$ cat src/rtl/instruction_cb_encoder_pkg.sv
// Shared constants and types for the RV32C CB-format encoder.
package instruction_cb_encoder_pkg;

  localparam int unsigned INSTR_W = 32;
  localparam int unsigned HALF_W  = 16;
  localparam int unsigned CNT_W   = 16;

  localparam logic [6:0] OPC_BRANCH = 7'b1100011;
  localparam logic [6:0] OPC_OP_IMM = 7'b0010011;

  localparam logic [2:0] F3_BEQ  = 3'b000;
  localparam logic [2:0] F3_BNE  = 3'b001;
  localparam logic [2:0] F3_SRXI = 3'b101;
  localparam logic [2:0] F3_ANDI = 3'b111;

  localparam logic [6:0] F7_SRLI = 7'b0000000;
  localparam logic [6:0] F7_SRAI = 7'b0100000;

  localparam logic [1:0] C_Q1 = 2'b01;

  localparam logic [2:0] CB_F3_BEQZ = 3'b110;
  localparam logic [2:0] CB_F3_BNEZ = 3'b111;
  localparam logic [2:0] CB_F3_ALU  = 3'b100;

  localparam logic [1:0] CB_F2_SRLI = 2'b00;
  localparam logic [1:0] CB_F2_SRAI = 2'b01;
  localparam logic [1:0] CB_F2_ANDI = 2'b10;

  typedef enum logic [1:0] {
    IDLE    = 2'd0,
    EMIT_LO = 2'd1,
    EMIT_HI = 2'd2
  } state_t;

  // Field view of a base-ISA instruction word.
  typedef struct packed {
    logic [6:0] funct7;
    logic [4:0] rs2;
    logic [4:0] rs1;
    logic [2:0] funct3;
    logic [4:0] rd;
    logic [6:0] opcode;
  } rv32_fields_t;

  // True for x8..x15, the registers reachable by a 3-bit compressed field.
  function automatic logic is_creg(input logic [4:0] r);
    return r[4:3] == 2'b01;
  endfunction

endpackage

$ cat src/rtl/instruction_cb_encoder_cb_compress_logic.sv
// Combinational CB-format classifier/encoder for a single RV32I instruction.
module cb_compress_logic
  import instruction_cb_encoder_pkg::*;
(
  input  logic [INSTR_W-1:0] instr,
  output logic               can_compress,
  output logic [HALF_W-1:0]  half
);

  rv32_fields_t f;
  logic [12:0]  boff;
  logic [11:0]  imm;
  logic         br_ok;
  logic         sh_ok;
  logic         andi_ok;

  assign f    = rv32_fields_t'(instr);
  assign boff = {instr[31], instr[7], instr[30:25], instr[11:8], 1'b0};
  assign imm  = instr[31:20];

  // Branch offset fits 9 signed bits when bits 12..8 are a pure sign extension.
  assign br_ok = (f.opcode == OPC_BRANCH)
              && (f.funct3 == F3_BEQ || f.funct3 == F3_BNE)
              && (f.rs2 == 5'd0) && is_creg(f.rs1)
              && (boff[12:8] == 5'b00000 || boff[12:8] == 5'b11111);

  assign sh_ok = (f.opcode == OPC_OP_IMM) && (f.funct3 == F3_SRXI)
              && (f.funct7 == F7_SRLI || f.funct7 == F7_SRAI)
              && (f.rd == f.rs1) && is_creg(f.rd) && (f.rs2 != 5'd0);

  assign andi_ok = (f.opcode == OPC_OP_IMM) && (f.funct3 == F3_ANDI)
                && (f.rd == f.rs1) && is_creg(f.rd)
                && (imm[11:5] == 7'h00 || imm[11:5] == 7'h7F);

  always_comb begin
    can_compress = br_ok | sh_ok | andi_ok;
    half         = '0;
    if (br_ok) begin
      half = {(f.funct3 == F3_BEQ) ? CB_F3_BEQZ : CB_F3_BNEZ, boff[8], boff[4:3],
              f.rs1[2:0], boff[7:6], boff[2:1], boff[5], C_Q1};
    end else if (sh_ok) begin
      half = {CB_F3_ALU, 1'b0, f.funct7[5] ? CB_F2_SRAI : CB_F2_SRLI,
              f.rd[2:0], f.rs2, C_Q1};
    end else if (andi_ok) begin
      half = {CB_F3_ALU, imm[5], CB_F2_ANDI, f.rd[2:0], imm[4:0], C_Q1};
    end
  end

endmodule

$ cat src/rtl/instruction_cb_encoder.sv
// Streaming RV32I -> halfword encoder: CB-compressible instructions become one
// halfword, all others pass through as low then high halfword.
module instruction_cb_encoder
  import instruction_cb_encoder_pkg::*;
(
  input  logic               iCLK,
  input  logic               iRST,
  input  logic               iVALID,
  output logic               oREADY,
  input  logic [INSTR_W-1:0] iINSTR,
  output logic               oVALID,
  input  logic               iREADY,
  output logic [HALF_W-1:0]  oHALF,
  output logic               oCOMPRESSED,
  output logic               oLAST,
  output logic [CNT_W-1:0]   oCNT_COMP
);

  state_t              state;
  logic [HALF_W-1:0]   instr_hi;
  logic                can_compress;
  logic [HALF_W-1:0]   cb_half;
  logic                final_hs;
  logic                accept;

  cb_compress_logic u_cb (
    .instr        (iINSTR),
    .can_compress (can_compress),
    .half         (cb_half)
  );

  // Ready in IDLE, or on the cycle the last halfword is taken, so
  // instructions stream without a bubble.
  assign final_hs = oVALID & oLAST & iREADY;
  assign oREADY   = (state == IDLE) | final_hs;
  assign accept   = oREADY & iVALID;

  always_ff @(posedge iCLK or posedge iRST) begin
    if (iRST) begin
      state       <= IDLE;
      instr_hi    <= '0;
      oVALID      <= 1'b0;
      oHALF       <= '0;
      oCOMPRESSED <= 1'b0;
      oLAST       <= 1'b0;
    end else if (accept) begin
      state       <= EMIT_LO;
      instr_hi    <= iINSTR[INSTR_W-1:HALF_W];
      oVALID      <= 1'b1;
      oHALF       <= can_compress ? cb_half : iINSTR[HALF_W-1:0];
      oCOMPRESSED <= can_compress;
      oLAST       <= can_compress;
    end else begin
      case (state)
        IDLE: state <= IDLE;
        EMIT_LO: begin
          if (iREADY) begin
            if (oLAST) begin
              state       <= IDLE;
              oVALID      <= 1'b0;
              oCOMPRESSED <= 1'b0;
              oLAST       <= 1'b0;
            end else begin
              state       <= EMIT_HI;
              oHALF       <= instr_hi;
              oCOMPRESSED <= 1'b0;
              oLAST       <= 1'b1;
            end
          end
        end
        EMIT_HI: begin
          if (iREADY) begin
            state       <= IDLE;
            oVALID      <= 1'b0;
            oCOMPRESSED <= 1'b0;
            oLAST       <= 1'b0;
          end
        end
        default: begin
          state       <= IDLE;
          oVALID      <= 1'b0;
          oCOMPRESSED <= 1'b0;
          oLAST       <= 1'b0;
        end
      endcase
    end
  end

  // Saturating count of compressed halfwords taken downstream.
  always_ff @(posedge iCLK or posedge iRST) begin
    if (iRST) begin
      oCNT_COMP <= '0;
    end else if (oVALID && iREADY && oCOMPRESSED && (oCNT_COMP != '1)) begin
      oCNT_COMP <= oCNT_COMP + CNT_W'(1);
    end
  end

endmodule

$ cat config.mk
export PLATFORM = sky130hd
export DESIGN_NAME = instruction_cb_encoder
export DESIGN_NICKNAME = d
export VERILOG_FILES = /design/src/rtl/instruction_cb_encoder_pkg.sv /design/src/rtl/instruction_cb_encoder_cb_compress_logic.sv /design/src/rtl/instruction_cb_encoder.sv
export SDC_FILE = /design/constraint.sdc
export NUM_CORES = 1
export LEC_CHECK = 0
export CAP_MARGIN = 20
export CORE_MARGIN = 3
export CORE_UTILIZATION = 50
export DETAILED_ROUTE_END_ITERATION = 8
export GPL_TIMING_DRIVEN = 0
export PLACE_DENSITY = 0.84
export SLEW_MARGIN = 20
export SYNTH_ARGS = -nofsm -noshare
export SYNTH_HDL_FRONTEND = slang
export SYNTH_SLANG_ARGS = --single-unit
$ cat constraint.sdc
create_clock -name iCLK -period 4.7 [get_ports iCLK]
set_clock_uncertainty 0.15 [all_clocks]
set_input_delay 0.47 -clock iCLK [delete_from_list [all_inputs] [get_ports iCLK]]
set_output_delay 0.47 -clock iCLK [all_outputs]
set_load 0.02 [all_outputs]
== After elaboration in Yosys (flattened, before gate mapping) ==
Cells that the tools add are included.
Word-level totals
  input port bits: 36
  output and inout port bits: 36
  register bits: 53
  word-level logic and storage cells: 94
Cells by class
  multiplexer cells: 26
  equal/unequal tests: 20
  bitwise logic cells: 6
  $add $sub $neg: 1
  reductions and logical operators: 34
Operators by type and width (number)
  2-to-1 mux 16 bit: 8
  adder 16 x 1 -> 16 bit, second input constant: 1
  logical AND 1 bit: 16
  != test 16 bit, second input constant: 1
  == test 7 bit, second input constant: 2
  zero test 5 bit: 2
  2-to-1 mux 1 bit: 10
  != test 3 bit, second input constant: 3
  2-to-1 mux 2 bit: 4
  == test 7 x 5 -> 1 bit, second input constant: 1
  == test 7 x 6 -> 1 bit, second input constant: 1
  zero test 7 bit: 1
  == test 2 x 1 -> 1 bit, second input constant: 3
  == test 3 bit, second input constant: 2
  one-hot mux 1 bit (3 select lines): 2
  AND reduction 3 bit: 2
  == test 5 bit: 1
  == test 5 bit, second input constant: 1
  nonzero test 5 bit: 1
  logical OR 1 bit: 4
  one-hot mux 2 bit (2 select lines): 1
  AND reduction 2 bit: 2
  AND reduction 4 bit: 1
  nonzero test 2 bit: 2
  other kinds (11): 15

== Longest topological paths before layout ==
Gate-level depths: netlist of the first run.
  word-level depth: 10
  depth in mapped cells: 9

== Cells and area by module ==
A second synthesis of the first run with hierarchy kept.
Second synthesis, totals
  cell total of the unflattened synthesis: 317
  area, all modules: 3255.6 sq um
By module, submodules not included
  instruction_cb_encoder: cells each 252, times used 1, sequential area each 1326.3 sq um, area each 2712.6 sq um
  cb_compress_logic: cells each 65, times used 1, sequential area each 0.0 sq um, area each 543.0 sq um

== Least setup slack after synthesis of the first run ==
Ideal clock, no wire load.
  path kind: input to register
  start: in iINSTR[2]
  end: reg oHALF[4]
  path slack: 2.645 ns
  arrival time: 1.764 ns
  setup time: 0.142 ns
  stages on the path: 5
  required time: 4.408 ns
  cell sequence: and4bb_1 -> nand2_1 -> or4_1 -> o41ai_1 -> a22oi_1
Between the ends
  word-level cells in the longest chain between the ends: 10
  elaborated cells on any way between the ends: 22
Ends and longest elaborated chain
  from (decl): line instruction_cb_encoder.sv:10  | input logic [INSTR_W-1:0] iINSTR,
  == test 7 x 5 -> 1 bit: line instruction_cb_encoder_cb_compress_logic.sv:27, instruction_cb_encoder_cb_compress_logic.sv:31
  logical AND 1 bit (on tied branches): line instruction_cb_encoder_cb_compress_logic.sv:31, instruction_cb_encoder_cb_compress_logic.sv:27
  logical AND 1 bit (on tied branches): line instruction_cb_encoder_cb_compress_logic.sv:32, instruction_cb_encoder_cb_compress_logic.sv:28
  logical AND 1 bit (on tied branches): line instruction_cb_encoder_cb_compress_logic.sv:32, instruction_cb_encoder_cb_compress_logic.sv:29
  logical AND 1 bit (on tied branches): line instruction_cb_encoder_cb_compress_logic.sv:33, instruction_cb_encoder_cb_compress_logic.sv:29
  2-to-1 mux 16 bit / logical AND 1 bit (equally long branches): line instruction_cb_encoder_cb_compress_logic.sv:44, instruction_cb_encoder_cb_compress_logic.sv:29
  2-to-1 mux 16 bit / OR 1 bit (equally long branches): line instruction_cb_encoder_cb_compress_logic.sv:41, instruction_cb_encoder_cb_compress_logic.sv:36
  2-to-1 mux 16 bit / OR 1 bit (equally long branches): line instruction_cb_encoder_cb_compress_logic.sv:38, instruction_cb_encoder_cb_compress_logic.sv:36
  2-to-1 mux 16 bit *: line instruction_cb_encoder.sv:50  | oHALF <= can_compress ? cb_half : iINSTR[HALF_W-1:0];
  2-to-1 mux 16 bit *: line instruction_cb_encoder.sv:46  | end else if (accept) begin
  to (signal assigned): line instruction_cb_encoder.sv:50
  to (signal assigned): line instruction_cb_encoder.sv:65  | oHALF <= instr_hi;
  to (decl): line instruction_cb_encoder.sv:13  | output logic [HALF_W-1:0] oHALF,
Every way passes the cells marked *; elsewhere a longest branch is shown, timed or not.
A chain may end at the register's enable or synchronous reset.

== Worst setup path after layout of the first run ==
  start: reg state[0]
  end: reg oHALF[4]
Between the ends
  word-level cells in the longest chain between the ends: 5
  elaborated cells on any way between the ends: 9
Ends and longest elaborated chain
  from (decl): line instruction_cb_encoder.sv:19  | state_t state;
  from (signal assigned): line instruction_cb_encoder.sv:40  | state <= IDLE;
  from (signal assigned): line instruction_cb_encoder.sv:47  | state <= EMIT_LO;
  from (signal assigned): line instruction_cb_encoder.sv:55  | IDLE: state <= IDLE;
  zero test 2 bit: line instruction_cb_encoder.sv:35  | assign oREADY = (state == IDLE) | final_hs;
  OR 1 bit: line instruction_cb_encoder.sv:35
  bitwise AND 1 bit: line instruction_cb_encoder.sv:36  | assign accept = oREADY & iVALID;
  != test 2 x 1 -> 1 bit (no source line) / nonzero test 2 bit (equally long branches)
  AND reduction 3 bit (no source line)
Several ways; a longest one is shown, not always the timed one.

==> run summary, run 1 <==
RUN STATUS
------------------------------------------------------------------------------------------
Result of the run ........................................................... finished, final reports clean

GRT
------------------------------------------------------------------------------------------
Initial antenna violation count .............................................            0
Wire length of the first global-routing pass ................................    13,200 um
Gr ovfl total ...............................................................            0
Maximum number of pins on one net before global-route repair ................           34
Global Route Usage Sum ......................................................        0.258
Via count of the first global-routing pass ..................................        2,679

STA
------------------------------------------------------------------------------------------
Worst Max-Slew Pin Slew .....................................................     0.704 ns
Final max-slew violation count ..............................................            0
Final TNS setup .............................................................         0 ns
Final cycle utilization of the critical path ................................        0.543
Post-layout min period ......................................................      2.55 ns
Max Clk Rate ................................................................    0.392 GHz
Max_slew headroom ...........................................................        0.527
Unrepaired setup endpoints after global routing .............................        false
Hold Violations, Final ......................................................            0
Total of endpoints with negative setup slack in the final report ............            0

SETUP PATH
------------------------------------------------------------------------------------------
Kind of cell adding the most delay to the critical path ..................... buffers and inverters
Critical path buffers and inverters .........................................            3
Worst stage delay on the critical path ......................................      0.47 ns
Crit path max fanout ........................................................           10
Arr. time, crit path ........................................................      2.57 ns
Critical Setup Path Class ................................................... flop to flop
Worst EP required ...........................................................      4.71 ns
Element type at the critical path start .....................................         flop
Critical Path Sink Type .....................................................         flop
Crit-path slowest cell ......................................................     clkbuf_1
Cell type with the highest occurrence count on the critical path ............     clkbuf_1
Reg-to-reg setup timing slack ...............................................      2.15 ns
Cells along the critical path ............................................... inv_1 -> ha_1 -> a31o_2 -> nand2_1 -> clkbuf_1 -> clkbuf_1 -> a22oi_1

ROUTE
------------------------------------------------------------------------------------------
Detail-routed net length per standard cell ..................................      18.0 um
Starting DRT DRC Count ......................................................          176
Final wirelength ............................................................      8130 um
Final routed DRC violation total ............................................            0
Number of nets still failing antenna checks after routing ...................            0
Length of the first detailed-routing pass in iterations .....................            4
Post-DR vias/cell ...........................................................         5.97
Total number of vias ........................................................        2,700

YOSYS
------------------------------------------------------------------------------------------
Post-synthesis async set-or-reset flop share ................................         1.00
Count of distinct cell types in the synthesized netlist .....................           60
Average cell area after synthesis ...........................................     9.70 um2
Syn Inst Count ..............................................................          301
Yosys synthesis warning count ...............................................            0
Flip-flop and latch count after synthesis ...................................           53
Number of flops mapped to enable cells by yosys .............................            0
Area of the mapped netlist ..................................................     2920 um2
Share of synthesized area occupied by flip-flops and latches ................        0.454
Most frequently used flop master after synthesis ............................      dfrtp_1
Net count of the mapped netlist .............................................          341

FINISH
------------------------------------------------------------------------------------------
Number of diodes ............................................................            0
Area growth, synth to finish ................................................        31.8%
Ratio of cells with drive above 1 in the final layout .......................       0.0921
Area of all placed cells without fillers ....................................     3850 um2
Leading cell types in the layout, fill and taps excluded .................... 70 x clkdlybuf4s50_1, 61 x nand2_1, 53 x dfrtp_1, 13 x xnor2_1
Most common cell after layout, fill and taps aside .......................... clkdlybuf4s50_1
Count of nets after finishing ...............................................          419
Cell Count, Final, Fillers Out ..............................................          452

CTS
------------------------------------------------------------------------------------------
Clock edge transition at the registers on the reported setup and hold paths .      0.10 ns
Postcts setup bufs ..........................................................            0
Hold Buf Count CTS ..........................................................            0
Sink Count ..................................................................           53
TritonCTS buffer count ......................................................            5
Clock insertion delay at the later pin of the skew report ...................      0.31 ns
Number of H-tree branching levels ...........................................            2
Root Buffer .................................................................     clkbuf_8
CTS tree ....................................................................        built
Max clock buf depth .........................................................            2
Quantity of gates resized following cts .....................................            0

PWR
------------------------------------------------------------------------------------------
Standby leakage power .......................................................   0.00165 uW
Combinational Power Share ...................................................        0.456
Pwr Total ...................................................................      1880 uW
Seq pwr share ...............................................................        0.372
Switching share of total power ..............................................        0.379
Switching component of the power ............................................       714 uW
Internal power contribution .................................................      1170 uW
Largest vdd supply drop .....................................................   0.000291 V
Areal power density over the cells ..........................................   489 nW/um2
Clock power frac ............................................................        0.172

PLACED DESIGN
------------------------------------------------------------------------------------------
Post-Place Cell Area ........................................................     3730 um2
Placed Cells incl. Taps .....................................................          444
Global placer's final weighted congestion ...................................        0.964
Port bufs ...................................................................           70
DPL Wire Length .............................................................      6220 um

MIN PATH
------------------------------------------------------------------------------------------
Class of the most critical hold timing path ................................. flop to flop

DIE
------------------------------------------------------------------------------------------
Y dimension of the die ......................................................      82.4 um
Starting density of the core ................................................        0.524
Total I/O pin count .........................................................           72
Width of the chip ...........................................................      82.4 um
Count of standard-cell rows .................................................           27
Die ar. .....................................................................     6790 um2
Core footprint ..............................................................     5570 um2

RUN
------------------------------------------------------------------------------------------
Max Cap Viol ................................................................            0

-- cell families after synthesis --
logic type / after synthesis / share of synthesized area
flops: 53 / 0.454
simple gates: 128 / 0.236
mux: 15 / 0.0536
xor+xnor: 17 / 0.0510
fa+ha+maj: 4 / 0.0171
compound gates: 59 / 0.151
buf+inv: 25 / 0.0369
-- worst paths after layout --
path,start,to,depth (start not counted)
worst max-delay path,state[0]$_DFFE_PP0P_,oHALF[4]$_DFFE_PP0P_,7
worst min-delay path,instr_hi[0]$_DFFE_PP0N_,instr_hi[0]$_DFFE_PP0N_,2
worst max register to register,state[0]$_DFFE_PP0P_,oHALF[4]$_DFFE_PP0P_,7
worst min register to register,instr_hi[0]$_DFFE_PP0N_,instr_hi[0]$_DFFE_PP0N_,2
max in group asynchronous,iRST,state[0]$_DFFE_PP0P_,3
min in group asynchronous,iRST,oHALF[0]$_DFFE_PP0P_,2
-- layer usage --
layer / vias to the layer above / part of all wire / track usage
li1: 1240 / - / -
met4: 0 / 0.030 / 0.0947
met3: 22 / 0.074 / 0.0542
met2: 129 / 0.48 / 0.433
met5: - / 0 / 0
met1: 1309 / 0.41 / 0.326
-- per-stage QoR --
| stage | setup slack [ns] | utilization | hold WS [ns] |
|---|---|---|---|
| after global placement | 1.80 | 0.666 | 0.306 |
| after global routing | 1.99 | 0.690 | 0.358 |
| final | 2.15 | 0.690 | 0.333 |
| after detailed placement | 1.87 | 0.669 | 0.312 |
| after CTS | 2.18 | 0.690 | 0.336 |
| after floorplan | 2.64 | - | 0.287 |
-- flip-flops by register name (all words and copies together), names as in the netlist --
register	count
oCNT_COMP	16
oCOMPRESSED	1
oVALID	1
oLAST	1
instr_hi	16
oHALF	16
state	2
-- power by group through the flow --
stage	registers (uW)	logic, uW	clock network [uW]
global route	719	937	345
floorplan	778	431	0
finish	700	858	324
CTS	698	860	326
global placement	698	830	0
detailed placement	705	852	0
-- worst register-to-register path, cell delays in order, from the launching register on --
cell and delay (ns):
dfrtp_1 0.39, inv_1 0.07, ha_1 0.26, a31o_2 0.26, nand2_1 0.24, clkbuf_1 0.41, clkbuf_1 0.47, a22oi_1 0.17
-- cell usage after synthesis (all sizes together) (5+ instances only) --
| cell type | number | area share |
|---|---|---|
| mux2 | 5 | 0.019 |
| clkbuf | 5 | 0.0064 |
| a211oi | 5 | 0.013 |
| mux2i | 10 | 0.034 |
| nand2 | 61 | 0.078 |
| dfrtp | 53 | 0.45 |
| buf | 7 | 0.014 |
| nor2 | 9 | 0.012 |
| and2 | 7 | 0.015 |
| and3 | 5 | 0.011 |
| nand3 | 12 | 0.021 |
| nand4 | 5 | 0.011 |
| xnor2 | 13 | 0.039 |
| a21oi | 6 | 0.010 |
| nor4 | 6 | 0.025 |
| inv | 13 | 0.017 |
| a31oi | 6 | 0.013 |
| o21ai | 12 | 0.021 |
-- cell type report --
class | count | area [um2]
inverter | 13 | 48.8
clock inverter | 1 | 30.0
multi-input combinational | 223 | 1490
sequential | 53 | 1330
buffer | 12 | 58.8
tap | 72 | 90.1
fill | 438 | 1730
timing repair buffer | 71 | 721
clock buffer | 7 | 86.3
Power figures use the tool's default switching activity.
==> run 2, diff against run 1 <==
--- a/config.mk
+++ b/config.mk
@@ -7,10 +7,10 @@
 export LEC_CHECK = 0
 export CAP_MARGIN = 20
 export CORE_MARGIN = 3
-export CORE_UTILIZATION = 50
+export CORE_UTILIZATION = 45
 export DETAILED_ROUTE_END_ITERATION = 8
 export GPL_TIMING_DRIVEN = 0
-export PLACE_DENSITY = 0.84
+export PLACE_DENSITY = 0.8
 export SLEW_MARGIN = 20
 export SYNTH_ARGS = -nofsm -noshare
 export SYNTH_HDL_FRONTEND = slang
==> constraint.sdc (replaced) <==
create_clock -name iCLK -period 2.2 [get_ports iCLK]
set_clock_uncertainty 0.15 [all_clocks]
set_input_delay 0.22 -clock iCLK [delete_from_list [all_inputs] [get_ports iCLK]]
set_output_delay 0.22 -clock iCLK [all_outputs]
set_load 0.02 [all_outputs]
==> run 2 against run 1 <==
First-iteration DRC count fell by 3.4%. Total power rose by 120%. Setup slack got worse by 2.1 ns. Largest cell class unchanged. Global-route usage fell by 2.7 points. Largest power group unchanged. Sequential share of layout area fell by 1.0 points. Register-to-register slack got worse by 2.0 ns. Critical endpoint is now oHALF[3]$_DFFE_PP0P_. Non-clock buffer count rose by 4.
==> run summary, run 2 (synthesis gave the netlist of run 1 again) <==
RUN STATUS
------------------------------------------------------------------------------------------
Result of the run ........................................................... finished, final reports clean

FINISH
------------------------------------------------------------------------------------------
Area growth, synth to finish ................................................        35.8%
Area of all placed cells without fillers ....................................     3970 um2
Biggest regs ................................................................ instr_hi x16, oCNT_COMP x16, oHALF x16
Number of diodes ............................................................            0
Ratio of cells with drive above 1 in the final layout .......................        0.143
Most common cell after layout, fill and taps aside .......................... clkdlybuf4s50_1
Count of nets after finishing ...............................................          423
Leading cell types in the layout, fill and taps excluded .................... 66 x clkdlybuf4s50_1, 59 x nand2_1, 53 x dfrtp_1, 13 x xnor2_1

MIN PATH
------------------------------------------------------------------------------------------
Class of the most critical hold timing path ................................. primary input to async pin

STA
------------------------------------------------------------------------------------------
Worst Max-Slew Pin Slew .....................................................     0.458 ns
Slack of the critical path ..................................................    0.0335 ns
Max_slew headroom ...........................................................        0.694
Post-layout min period ......................................................      2.17 ns
Max Clk Rate ................................................................    0.462 GHz
Hold Violations, Final ......................................................            0
Unrepaired setup endpoints after global routing .............................         true
Final cycle utilization of the critical path ................................        0.985
Total of endpoints with negative setup slack in the final report ............            0
Final max-slew violation count ..............................................            0

PLACED DESIGN
------------------------------------------------------------------------------------------
Worst slack at placement ....................................................    -0.393 ns
DPL Wire Length .............................................................      6200 um
Post-Place Cell Area ........................................................     3730 um2
Global placer's final weighted congestion ...................................        0.950
Port bufs ...................................................................           70

PWR
------------------------------------------------------------------------------------------
Areal power density over the cells ..........................................  1030 nW/um2
Clock power frac ............................................................        0.167
Standby leakage power .......................................................   0.00174 uW
Combinational Power Share ...................................................        0.468
Seq pwr share ...............................................................        0.365
Largest vdd supply drop .....................................................   0.000825 V
Internal power contribution .................................................      2550 uW
Switching share of total power ..............................................        0.377
Switching component of the power ............................................      1540 uW

SETUP PATH
------------------------------------------------------------------------------------------
Worst setup path start ......................................................   iINSTR[20]
Kind of cell adding the most delay to the critical path ..................... simple AND/OR/NAND/NOR gates
Worst EP required ...........................................................      2.22 ns
Reg-to-reg setup timing slack ...............................................      0.14 ns
Worst reg2reg path depth ....................................................            7
Arr. time, crit path ........................................................      2.19 ns
Capture point of the critical path .......................................... oHALF[3]$_DFFE_PP0P_
Critical path buffers and inverters .........................................            2
Worst stage delay on the critical path ......................................      0.57 ns
Critical Path Sink Type .....................................................         flop
Crit path max fanout ........................................................           10
Crit-path slowest cell ......................................................        or4_1
Startpoint of the most critical register-to-register path ................... state[0]$_DFFE_PP0P_
Cells along the critical path ............................................... clkdlybuf4s50_1 -> or4_1 -> o211ai_2 -> a21boi_4 -> nand2b_1 -> buf_6 -> o221ai_1
Capture instance of the worst register-to-register path ..................... oHALF[12]$_DFFE_PP0P_
Critical Path Stages ........................................................            7
Critical Setup Path Class ................................................... primary input to flop
Element type at the critical path start ..................................... primary input

GRT
------------------------------------------------------------------------------------------
Initial antenna violation count .............................................            0
Wire length of the first global-routing pass ................................    13,600 um
Global Route Usage Sum ......................................................        0.231
Via count of the first global-routing pass ..................................        2,708
Met2 track utilization from global routing ..................................        0.374
Maximum number of pins on one net before global-route repair ................           35
Met3 track demand over resource .............................................       0.0380
Gr ovfl total ...............................................................            0
Most used routing layer in global routing ...................................         met2
Global Route met1 Usage .....................................................        0.315

ROUTE
------------------------------------------------------------------------------------------
Number of nets still failing antenna checks after routing ...................            0
Length of the first detailed-routing pass in iterations .....................            5
Post-DR vias/cell ...........................................................         5.90
Detail-routed net length per standard cell ..................................      17.8 um
Total number of vias ........................................................        2,709
Starting DRT DRC Count ......................................................          170
Final routed DRC violation total ............................................            0
Final wirelength ............................................................      8170 um

CTS
------------------------------------------------------------------------------------------
Max clock buf depth .........................................................            2
Hold Buf Count CTS ..........................................................            0
Root Buffer .................................................................     clkbuf_8
Sink Count ..................................................................           53
CTS tree ....................................................................        built
Clock edge transition at the registers on the reported setup and hold paths .      0.09 ns
Number of H-tree branching levels ...........................................            2
Clock insertion delay at the later pin of the skew report ...................      0.31 ns
TritonCTS buffer count ......................................................            5

DIE
------------------------------------------------------------------------------------------
Core footprint ..............................................................     6100 um2
Starting density of the core ................................................        0.479
Width of the chip ...........................................................      86.5 um
Count of standard-cell rows .................................................           28
Die ar. .....................................................................     7490 um2
Y dimension of the die ......................................................      86.5 um
Total I/O pin count .........................................................           72

RUN
------------------------------------------------------------------------------------------
Max Cap Viol ................................................................            0

run 2: what timing repair did:
action	4_1_cts	5_1_grt
gates resized for setup	12	13
setup buffers	2	4
hold endpoints to repair	0	0
pin swaps	1	1
endpoints found under the setup margin	31	39
run 2: worst min-delay path by stage:
stage	start	end	slack, ns	cells past startpoint
after floorplan	iINSTR[16]	instr_hi[0]$_DFFE_PP0N_	0.18	2
after global placement	instr_hi[15]$_DFFE_PP0N_	instr_hi[15]$_DFFE_PP0N_	0.31	2
after detailed placement	instr_hi[0]$_DFFE_PP0N_	instr_hi[0]$_DFFE_PP0N_	0.31	2
after CTS	iRST	oCNT_COMP[0]$_DFFE_PP0P_	0.09	2
after global routing	iRST	oCNT_COMP[7]$_DFFE_PP0P_	0.13	2
final	iRST	oCNT_COMP[9]$_DFFE_PP0P_	0.08	2
run 2: layout make-up:
| class | count | area [um2] |
|---|---|---|
| buffer | 10 | 66.3 |
| clock buffer | 7 | 86.3 |
| clock inverter | 1 | 30.0 |
| fill | 520 | 2130 |
| inverter | 13 | 48.8 |
| multi-input combinational | 223 | 1540 |
| sequential | 53 | 1330 |
| tap | 75 | 93.8 |
| timing repair buffer | 77 | 772 |
run 2: power by group through the flow:
| stage | Clock (uW) | Sequential, uW | Combinational, uW |
|---|---|---|---|
| 2_1_floorplan | 0 | 1660 | 920 |
| 3_3_place_gp | 0 | 1500 | 1780 |
| 3_5_place_dp | 0 | 1500 | 1840 |
| 4_1_cts | 703 | 1490 | 1870 |
| 5_1_grt | 738 | 1530 | 2100 |
| 6_report | 683 | 1490 | 1910 |
run 2: stage by stage:
stage	total power (uW)	cells	hold WS (ns)	util	setup TNS [ns]
floorplan	2580	301	0.175	-	0
global placement	3280	446	0.307	0.609	-30.41
detailed placement	3340	447	0.314	0.612	-7.92
CTS	4060	456	0.0923	0.637	0
global route	4370	459	0.126	0.650	-0.0420
finish	4090	459	0.0775	0.650	0
run 2: per-layer routing:
layer | wire (um) | vias up
li1 | - | 1248
met1 | 3530 | 1317
met2 | 3900 | 132
met3 | 604 | 12
met4 | 136 | 0
met5 | 0 | -
==> run 3, diff against run 2 <==
--- a/config.mk
+++ b/config.mk
@@ -8,7 +8,9 @@
 export CAP_MARGIN = 20
 export CORE_MARGIN = 3
 export CORE_UTILIZATION = 45
+export CTS_CLUSTER_DIAMETER = 200
 export DETAILED_ROUTE_END_ITERATION = 8
+export GPL_ROUTABILITY_DRIVEN = 0
 export GPL_TIMING_DRIVEN = 0
 export PLACE_DENSITY = 0.8
 export SLEW_MARGIN = 20
==> run 3 against run 2 <==
Wire length is 3.6% lower. Non-clock buffer count is 4 lower. First-iteration DRC count is 0.59% higher. Die area did not move. Worst hold slack better by 0.048 ns. Largest power group unchanged.
==> run summary, run 3 (synthesis gave the netlist of run 1 again) <==
FINISH
------------------------------------------------------------------------------------------
Utilization after layout ....................................................        0.644
Leading cell types in the layout, fill and taps excluded .................... 67 x clkdlybuf4s50_1, 58 x nand2_1, 53 x dfrtp_1, 13 x xnor2_1
Count of nets after finishing ...............................................          419
Ratio of cells with drive above 1 in the final layout .......................        0.139
Area of all placed cells without fillers ....................................     3930 um2
Most common cell after layout, fill and taps aside .......................... clkdlybuf4s50_1
Cell Count, Final, Fillers Out ..............................................          455
Biggest regs ................................................................ instr_hi x16, oCNT_COMP x16, oHALF x16
Number of diodes ............................................................            0
Area growth, synth to finish ................................................        34.6%

STA
------------------------------------------------------------------------------------------
Max_slew headroom ...........................................................        0.555
Final TNS setup .............................................................         0 ns
Total of endpoints with negative setup slack in the final report ............            0
Slack of the critical path ..................................................    0.0763 ns
Final cycle utilization of the critical path ................................        0.965
Worst Max-Slew Pin Slew .....................................................     0.667 ns
Unrepaired setup endpoints after global routing .............................        false
Max Clk Rate ................................................................    0.471 GHz
Post-layout min period ......................................................      2.12 ns
Final max-slew violation count ..............................................            0
Hold Violations, Final ......................................................            0

GRT
------------------------------------------------------------------------------------------
Gr ovfl total ...............................................................            0
Initial antenna violation count .............................................            0
Via count of the first global-routing pass ..................................        2,567
Maximum number of pins on one net before global-route repair ................           31
Global Route Usage Sum ......................................................        0.215
Wire length of the first global-routing pass ................................    12,500 um

DIE
------------------------------------------------------------------------------------------
Count of standard-cell rows .................................................           28
Starting density of the core ................................................        0.479
Die ar. .....................................................................     7490 um2
Y dimension of the die ......................................................      86.5 um
Core footprint ..............................................................     6100 um2
Width of the chip ...........................................................      86.5 um
Total I/O pin count .........................................................           72

CTS
------------------------------------------------------------------------------------------
Clock insertion delay at the later pin of the skew report ...................      0.31 ns
Number of H-tree branching levels ...........................................            2
Root Buffer .................................................................     clkbuf_8
CTS tree ....................................................................        built
Sink Count ..................................................................           53
Clock edge transition at the registers on the reported setup and hold paths .      0.10 ns
Max clock buf depth .........................................................            2
TritonCTS buffer count ......................................................            5

SETUP PATH
------------------------------------------------------------------------------------------
Arr. time, crit path ........................................................      2.17 ns
Worst stage delay on the critical path ......................................      0.54 ns
Crit path max fanout ........................................................           10
Worst EP required ...........................................................      2.25 ns
Element type at the critical path start ..................................... primary input
Critical Path Sink Type .....................................................         flop
Crit-path slowest cell ...................................................... clkdlybuf4s50_1
Cells along the critical path ............................................... clkdlybuf4s50_1 -> nor4_2 -> o211ai_2 -> a21boi_4 -> nand2b_1 -> buf_6 -> a311o_1
Critical Setup Path Class ................................................... primary input to flop
Worst reg2reg path depth ....................................................            7

ROUTE
------------------------------------------------------------------------------------------
Number of nets still failing antenna checks after routing ...................            0
Length of the first detailed-routing pass in iterations .....................            5
Total number of vias ........................................................        2,675
Final routed DRC violation total ............................................            0
Detail-routed net length per standard cell ..................................      17.3 um
Starting DRT DRC Count ......................................................          171
Final wirelength ............................................................      7880 um
Post-DR vias/cell ...........................................................         5.88

MIN PATH
------------------------------------------------------------------------------------------
Number of cells on the worst hold path ......................................            3
Class of the most critical hold timing path ................................. primary input to flop

PLACED DESIGN
------------------------------------------------------------------------------------------
Post-Place Cell Area ........................................................     3740 um2
Worst slack at placement ....................................................    -0.392 ns
DPL Wire Length .............................................................      5970 um
Placed Cells incl. Taps .....................................................          447
Port bufs ...................................................................           70

PWR
------------------------------------------------------------------------------------------
Switching component of the power ............................................      1520 uW
Areal power density over the cells ..........................................  1010 nW/um2
Clock power frac ............................................................        0.152
Internal power contribution .................................................      2440 uW
Seq pwr share ...............................................................        0.379
Largest vdd supply drop .....................................................   0.000672 V
Switching share of total power ..............................................        0.384
Combinational Power Share ...................................................        0.469
Standby leakage power .......................................................   0.00172 uW

RUN STATUS
------------------------------------------------------------------------------------------
Result of the run ........................................................... finished, final reports clean

RUN
------------------------------------------------------------------------------------------
Max Cap Viol ................................................................            0

## run 3: path summary, 6_finish.rpt
path | start | end | slack (ns)
max | iINSTR[26] | oHALF[10]$_DFFE_PP0P_ | 0.08
min | iREADY | state[1]$_DFFE_PP0P_ | 0.13
max reg2reg | state[0]$_DFFE_PP0P_ | oHALF[2]$_DFFE_PP0P_ | 0.13
min reg2reg | instr_hi[0]$_DFFE_PP0N_ | instr_hi[0]$_DFFE_PP0N_ | 0.33
max in group asynchronous | iRST | instr_hi[5]$_DFFE_PP0N_ | 1.19
min in group asynchronous | iRST | oCNT_COMP[0]$_DFFE_PP0P_ | 0.17
## run 3: layout make-up
class | count | area [um2]
Buffer | 10 | 66.3
Multi-Input combinational cell | 223 | 1550
Inverter | 13 | 48.8
Fill cell | 493 | 2170
Tap cell | 75 | 93.8
Clock buffer | 7 | 96.3
Sequential cell | 53 | 1330
Timing Repair Buffer | 73 | 747
Clock inverter | 1 | 5.00
## run 3: metal layers
| layer | GRT usage | up-vias | share of wire |
|---|---|---|---|
| met5 | 0 | - | 0 |
| met2 | 0.337 | 149 | 0.47 |
| met1 | 0.288 | 1264 | 0.41 |
| met4 | 0.0892 | 0 | 0.022 |
| met3 | 0.0494 | 18 | 0.098 |
| li1 | - | 1244 | - |
## run 3: per-stage QoR
step	power, uW	hold WS [ns]
finish	3960	0.126
global route	4200	0.137
CTS	3940	0.111
detailed placement	3320	0.308
global placement	3270	0.308
floorplan	2580	0.175
## run 3: power by group through the flow
stage	Clock, uW	Combinational (uW)	Sequential (uW)
after floorplan	0	920	1660
after global placement	0	1770	1500
after detailed placement	0	1810	1500
after CTS	617	1830	1490
after global routing	646	2020	1540
final	603	1860	1500
## run 3: repair_timing
action / in CTS / in global routing
pin swaps: 0 / 1
hold buffers: 0 / 0
hold endpoints to repair: 0 / 0
resized for setup: 10 / 16
buffers inserted: 0 / 2
setup endpoints to repair: 29 / 38
## run 3: critical path, delay by kind of cell
family          cells  cell delay, ns
compound gates      3            0.69
buf+inv             2            0.70
simple gates        2            0.57
